===== src/rtl/mem_arbiter.sv =====
// mem_arbiter: round-robin IFU/LSU arbiter for a single-port, fixed-latency data memory
module mem_arbiter #(
  parameter int LATENCY = 1,
  parameter int XLEN = 32
) (
  input  logic            clk,
  input  logic            rst,
  input  logic            ifu_req_valid,
  output logic            ifu_req_ready,
  input  logic [XLEN-1:0] ifu_addr,
  output logic            ifu_resp_valid,
  output logic [XLEN-1:0] ifu_rdata,
  input  logic            lsu_req_valid,
  output logic            lsu_req_ready,
  input  logic            lsu_wen,
  input  logic [XLEN-1:0] lsu_addr,
  input  logic [XLEN-1:0] lsu_wdata,
  output logic            lsu_resp_valid,
  output logic [XLEN-1:0] lsu_rdata,
  output logic            mem_read,
  output logic            mem_write,
  output logic [XLEN-1:0] mem_addr,
  output logic [XLEN-1:0] mem_wdata,
  input  logic [XLEN-1:0] mem_rdata,
  output logic            busy
);
  typedef enum logic [1:0] {IDLE, ISSUE, WAIT, RESP} state_t;
  localparam logic [3:0] LAT = 4'(LATENCY);
  localparam logic [XLEN-1:0] WORD_MASK = {{(XLEN-2){1'b1}}, 2'b00};
  state_t state;
  logic last_grant, owner, wen, pick_lsu;
  logic [3:0] cnt;
  logic [XLEN-1:0] addr, wdata;
  // last_grant/owner: 0 = IFU, 1 = LSU; a tie goes to whoever was not served last
  always_comb pick_lsu = lsu_req_valid && (!ifu_req_valid || !last_grant);
  assign ifu_req_ready = state == IDLE && ifu_req_valid && !pick_lsu;
  assign lsu_req_ready = state == IDLE && pick_lsu;
  assign mem_read = state == ISSUE && !wen;
  assign mem_write = state == ISSUE && wen;
  assign mem_addr = addr;
  assign mem_wdata = wdata;
  assign busy = state != IDLE;
  assign ifu_resp_valid = state == RESP && !owner;
  assign lsu_resp_valid = state == RESP && owner;
  always_ff @(posedge clk) begin
    if (rst) begin
      state <= IDLE;
      last_grant <= 1'b0;
      owner <= 1'b0;
      wen <= 1'b0;
      cnt <= '0;
      addr <= '0;
      wdata <= '0;
      ifu_rdata <= '0;
      lsu_rdata <= '0;
    end else begin
      case (state)
        IDLE: if (ifu_req_ready || lsu_req_ready) begin
          state <= ISSUE;
          owner <= pick_lsu;
          last_grant <= pick_lsu;
          addr <= (pick_lsu ? lsu_addr : ifu_addr) & WORD_MASK;
          wdata <= pick_lsu ? lsu_wdata : '0;
          wen <= pick_lsu && lsu_wen;
        end
        ISSUE: begin
          state <= wen ? RESP : WAIT;
          cnt <= wen ? 4'd0 : 4'd1;
        end
        WAIT: if (cnt == LAT) begin
          state <= RESP;
          cnt <= '0;
          if (owner) lsu_rdata <= mem_rdata;
          else ifu_rdata <= mem_rdata;
        end else cnt <= cnt + 4'd1;
        default: state <= IDLE;
      endcase
    end
  end
endmodule


===== config.mk =====
export PLATFORM = sky130hd
export DESIGN_NAME = mem_arbiter
export DESIGN_NICKNAME = d
export VERILOG_FILES = /design/src/rtl/mem_arbiter.sv
export SDC_FILE = /design/constraint.sdc
export NUM_CORES = 1
export LEC_CHECK = 0
export BUFFER_PORTS_ARGS = -buffer_cell sky130_fd_sc_hd__buf_2
export CAP_MARGIN = 40
export CORE_UTILIZATION = 42
export DETAILED_ROUTE_END_ITERATION = 16
export GPL_TIMING_DRIVEN = 0
export PLACE_DENSITY = 0.76
export SYNTH_ARGS = -nofsm -noshare
export SYNTH_HDL_FRONTEND = slang
export SYNTH_SLANG_ARGS = --single-unit

===== constraint.sdc =====
create_clock -name clk -period 1.6 [get_ports clk]
set_clock_uncertainty 0.15 [all_clocks]
set_input_delay 0.32 -clock clk [delete_from_list [all_inputs] [get_ports clk]]
set_output_delay 0.32 -clock clk [all_outputs]
set_load 0.005 [all_outputs]

* Word level (Yosys, flattened, before mapping)
Index checks and enable logic that the tools add are counted.
** Word-level totals
- Flip-flop bits (word level) :: 134
- Input bits :: 133
- Output and inout bits :: 135
- Word-level logic and storage cells :: 47
** Cells by class
- Add/sub/neg operators :: 1
- Equality and inequality tests :: 6
- Multiplexer cells :: 9
- Bitwise logic cells :: 1
- Reduce and logical (&&, ||, !) cells :: 22
** Operator list (count)
- $mux W32 :: 2
- $logic_and A1 B1 Y1 :: 9
- $pmux W4 S2 :: 1
- $pmux W2 S3 :: 1
- $reduce_and A3 Y1 :: 2
- $add A4 B1 Y4 const B :: 1
- $eq A2 B2 Y1 const B :: 2
- $eq A4 B1 Y1 const B :: 1
- $logic_not A1 Y1 :: 4
- $mux W2 :: 2
- $mux W4 :: 1
- $reduce_and A2 Y1 :: 2
- $reduce_bool A2 Y1 :: 2
- $eq A2 B1 Y1 const B :: 1
- $logic_not A2 Y1 :: 1
- $logic_or A1 B1 Y1 :: 2
- $mux W1 :: 2
- $ne A2 B1 Y1 const B :: 1
- $ne A2 B2 Y1 const B :: 1
- $not A1 Y1 :: 1

* Longest topological paths before layout
- Depth after elaboration :: 8
- Mapped depth :: 7
- Gate-level depth less buffers :: 5

* Worst setup path before layout
No wires, ideal clock.
- Path kind :: flip-flop to flip-flop
- Start point :: register state[0]
- End point :: register addr[15] (netlist: mem_addr[15])
- Library setup time :: 147 ps
- Arrival :: 1484 ps
- Required time :: 1303 ps
- Path slack :: -181 ps
- Stages on the path, launching flop included :: 8
- Buffers on the path :: 2
- Clock period less this slack :: 1781 ps
- Cells stage by stage :: dfxtp_1 > inv_1 > ha_1 > and3_1 > buf_4 > buf_2 > a211oi_1 > a311oi_2
** Between the ends
- Word-level cells in the longest chain between the ends :: 5
- Elaborated cells between the ends (all ways) :: 6
- Classes of those cells :: reduce/logical: 6
** Ends and longest elaborated chain
- start: declaration :: RTL line 30 : state_t state;
- start signal: assignment :: RTL line 67 : state <= wen ? RESP : WAIT;
- $logic_not A2 Y1 * :: RTL line 36, 37, 57
- $logic_and A1 B1 Y1 (2 in a row) :: RTL line 36 : assign ifu_req_ready = state == IDLE && ifu_req_valid && !pick_lsu;
- $logic_or A1 B1 Y1 :: RTL line 58 : IDLE: if (ifu_req_ready || lsu_req_ready) begin
- $reduce_and A2 Y1 (no source line) *
- end signal: assignment :: RTL line 62 : addr <= (pick_lsu ? lsu_addr : ifu_addr) & WORD_MASK;
- end: declaration :: RTL line 33 : logic [XLEN-1:0] addr, wdata;
Mark *: on every way between the ends. The rest lies on a longest branch, timed or not.
A chain may end at the register's enable or synchronous reset.

* Final worst setup path
- Start point :: register state[0]
- End point :: register lsu_rdata[27]
** Between the ends
- Word-level cells in the longest chain between the ends :: 2
** Ends and longest elaborated chain
- $eq A2 B2 Y1 :: RTL line 57 : case (state)
- $reduce_and A3 Y1 (no source line)
- end signal: assignment :: RTL line 73 : if (owner) lsu_rdata <= mem_rdata;
- end: declaration :: RTL line 19 : output logic [XLEN-1:0] lsu_rdata,
No other way between the ends.

==> impl_metrics.py <==
metrics = {
    "critical_path": {
        "r2r-start": "state[0]",
        "cp-startpoint": "state[0]",
        "cp-end-kind": "flip-flop",
        "reg2reg_depth": 9,
        "critical_path_required_ns": 1.75,
        "critical_path_class": "reg2reg",
        "r2r-end": "lsu_rdata[27]",
        "crit_arrival_ns": 2.20,
        "rrSetupSlack_ns": -0.44,
        "path_max_fanout": 10,
        "worst_setup_path_start_kind": "flip-flop",
    },
    "clocking": {
        "htree_levels": 4,
        "cts_sinks": 134,
        "cts-root-buf": "clkbuf_16",
        "clkTransAtPathRegs_ns": 0.06,
        "insertion_delay_ns": 0.44,
        "cts_made_buffers": 17,
        "cts.path.max_buffers": 2,
        "cts_tree": "yes",
    },
    "yosys": {
        "ys_types": 40,
        "synth_seq_area_share_pct": 45.81,
        "yosys_warnings": 0,
        "syn_inst": 681,
        "synth_area_per_cell_sq_um": 8.599,
        "netlist_area_sq_um": 5856,
        "ys_seq_elements": 134,
    },
    "hold_path": {
        "hp-start": "lsu_wdata[10]",
        "hold_path.class": "in2reg",
        "holdPathEnd": "mem_wdata[10]",
        "whs_path_depth": 3,
    },
    "run": {
        "max-cap-violations": 0,
    },
    "timing": {
        "finalCritPeriodShare_pct": 127.6,
        "timing.slew.headroom_pct": 40.38,
        "drv_slew": 0,
        "hold_viol": 0,
        "timing.final.ws_setup_ns": -0.4421,
        "min_period_ns": 2.042,
        "rsz0062_at_grt": "yes",
        "tightest_slew_ns": 0.8944,
        "max_freq_ghz": 0.4897,
        "finalSetupViolCount": 138,
    },
    "floorplan": {
        "die_w_um": 120.1,
        "coreArea_sq_um": 13400,
        "die_h_um": 120.1,
        "start_util_pct": 43.70,
        "die_area_sq_um": 14420,
        "ios": 268,
        "fp-row-count": 42,
    },
    "cells_and_area": {
        "antenna_cells": 0,
        "nets": 1190,
        "seq_area_sq_um": 2699,
        "drive_gt1_share_pct": 66.10,
        "layoutNonFillerInstCount": 1238,
        "final.fill_count": 730,
        "synthToLayoutAreaGrowth_pct": 87.84,
        "multi_input_area_sq_um": 4302,
        "design_area_sq_um": 11000,
    },
    "power": {
        "cellPowerDensity_nw_per_um2": 1499,
        "ir_drop_v": 0.0009520,
        "p_leak_nw": 4.316,
    },
    "routing": {
        "drc": 0,
        "dr.pass1.iters": 7,
        "routedWlPerCell_um": 24.37,
        "drt_iter0_drc": 731,
        "vias_per_cell": 6.263,
        "wl_mm": 30.17,
        "final_antenna_net_count": 0,
        "vias": 7754,
    },
    "global_routing": {
        "globalRouteMet3Util_pct": 8.460,
        "grt_max_degree": 17,
        "grt_pass1_wl_mm": 37.22,
        "first_global_vias": 7137,
        "track_usage_pct": 33.28,
        "antenna_found_initial": 1,
        "grt_busiest_layer": "met2",
        "met1_usage_pct": 38.29,
        "grt_overflow": 0,
        "grt_use_met2_pct": 55.93,
    },
    "run_status": {
        "outcome": "complete, but fails checks",
        "violations": "negative setup slack",
    },
    "place": {
        "dp.cells": 1118,
        "post-place-ws_ns": -0.3706,
        "gp_congestion": 0.8504,
        "dp_hpwl_mm": 14.05,
        "io_buffers": 260,
        "dpl-instance-area_sq_um": 7571,
    },
}
[sequential cells by signal, indices dropped and copies added, names as in the netlist]
register	cells
cnt	4
mem_wdata	32
state	2
ifu_rdata	32
lsu_rdata	32
mem_addr	30
wen	1
owner	1
[layout by cell type (no fill, tap or decap), types with 22 or more instances in the layout]
cell,n
buf_8,23
buf_2,268
a21oi_2,75
a311oi_2,24
nand3_2,66
nand2_1,62
o211ai_1,33
dlygate4sd3_1,24
o21ai_2,23
o21ai_1,27
buf_4,29
a21oi_1,22
nand3_4,22
dfxtp_1,129
buf_6,41
[final cells by class]
type                       instances  share of cell area (%)
sequential                       134                   24.54
buffer                            74                   6.222
timing repair buffer             355                   21.87
tap                              176                   2.002
clock buffer                      20                   4.152
inverter                           6                  0.3071
clock inverter                    12                   1.797
multi-input combinational        461                   39.11
[metal layers]
layer / vias to the layer above / part of all wire (%)
met5: - / 0.043
met4: 2 / 7.3
met3: 195 / 9.5
met2: 539 / 49
met1: 3782 / 35
li1: 3236 / -
[power by group]
group	switching, mW	total (mW)	internal, mW
sequential	0.504	4.44	3.93
clock	1.63	4.48	2.85
combinational	3.97	7.57	3.60
[stage by stage]
stage / hold WS [ns] / util, % / power, mW / setup TNS, ns
6_report: 0.0002122 / 82.08 / 16.48 / -28.92
4_1_cts: 0.00003564 / 75.23 / 14.94 / -18.44
3_3_place_gp: 0.3094 / 56.50 / 8.445 / -29.44
5_1_grt: 0.007978 / 82.08 / 17.02 / -34.96
3_5_place_dp: 0.3143 / 56.50 / 8.496 / -32.71
2_1_floorplan: 0.3177 / - / 7.010 / -0.08359
[critical path, stage by stage (launching register included)]
cell       delay, ns
dfxtp_4         0.36
clkinv_4        0.06
buf_6           0.10
buf_6           0.10
ha_4            0.12
nand4bb_1       0.12
buf_6           0.17
buf_6           0.15
o21ai_1         0.44
a21oi_2         0.14
[worst max path at each step]
stage	endpoint	slack, ns	depth (start not counted)
5_1_grt	lsu_rdata[27]	-0.51	9
3_5_place_dp	ifu_req_ready	-0.37	6
4_1_cts	lsu_req_ready	-0.36	6
2_1_floorplan	state[0]	-0.08	5
6_report	lsu_rdata[27]	-0.44	9
3_3_place_gp	ifu_req_ready	-0.35	6
[timing repair]
item                                   4_1_cts  5_1_grt
setup buffers                               45       16
pin swaps                                  161       98
endpoints found under the hold margin       23        1
cloned                                      19        0
hold buffers                                23        1
gates resized for setup                    295      258
setup endpoints to repair                  135      140
[kinds of logic (layout without fill, tap and decap cells)]
kind of cell,count (synthesis),in the layout,synth area share (%)
mux,2,2,0.3632
flops,134,134,45.81
fa+ha+maj,8,8,1.709
compound gates,264,264,29.91
simple gates,183,183,14.74
xor+xnor,2,2,0.2992
other cells,1,2,0.06404
buf+inv,87,467,7.094
[Yosys cell counts]
library cell | n | share of area (%)
a2111oi_0 | 1 | 0.15
a211oi_1 | 31 | 4.0
a21bo_1 | 1 | 0.17
a21boi_0 | 1 | 0.13
a21boi_2 | 1 | 0.19
a21oi_1 | 97 | 8.3
a22oi_1 | 1 | 0.13
a311oi_1 | 10 | 1.5
a311oi_2 | 20 | 5.1
a31oi_1 | 1 | 0.11
a32oi_2 | 1 | 0.28
and2_1 | 4 | 0.43
and3_1 | 1 | 0.11
and4bb_1 | 1 | 0.21
buf_1 | 1 | 0.064
buf_2 | 29 | 2.5
buf_4 | 10 | 1.3
buf_6 | 2 | 0.38
clkbuf_1 | 39 | 2.5
clkinv_1 | 1 | 0.064
conb_1 | 1 | 0.064
dfxtp_1 | 134 | 46
ha_1 | 8 | 1.7
inv_1 | 5 | 0.32
mux2_1 | 1 | 0.19
mux2i_1 | 1 | 0.17
nand2_1 | 62 | 4.0
nand2_2 | 1 | 0.11
nand2b_1 | 2 | 0.21
nand3_1 | 98 | 8.4
nand4_1 | 1 | 0.11
nand4bb_1 | 1 | 0.19
nor2_1 | 5 | 0.32
nor2b_1 | 2 | 0.21
nor3_1 | 4 | 0.34
o211ai_1 | 33 | 4.2
o21ai_0 | 65 | 5.6
o21ai_1 | 1 | 0.085
or3b_1 | 1 | 0.15
xor2_1 | 2 | 0.30
No activity file was read; power rests on OpenSTA's default activity.
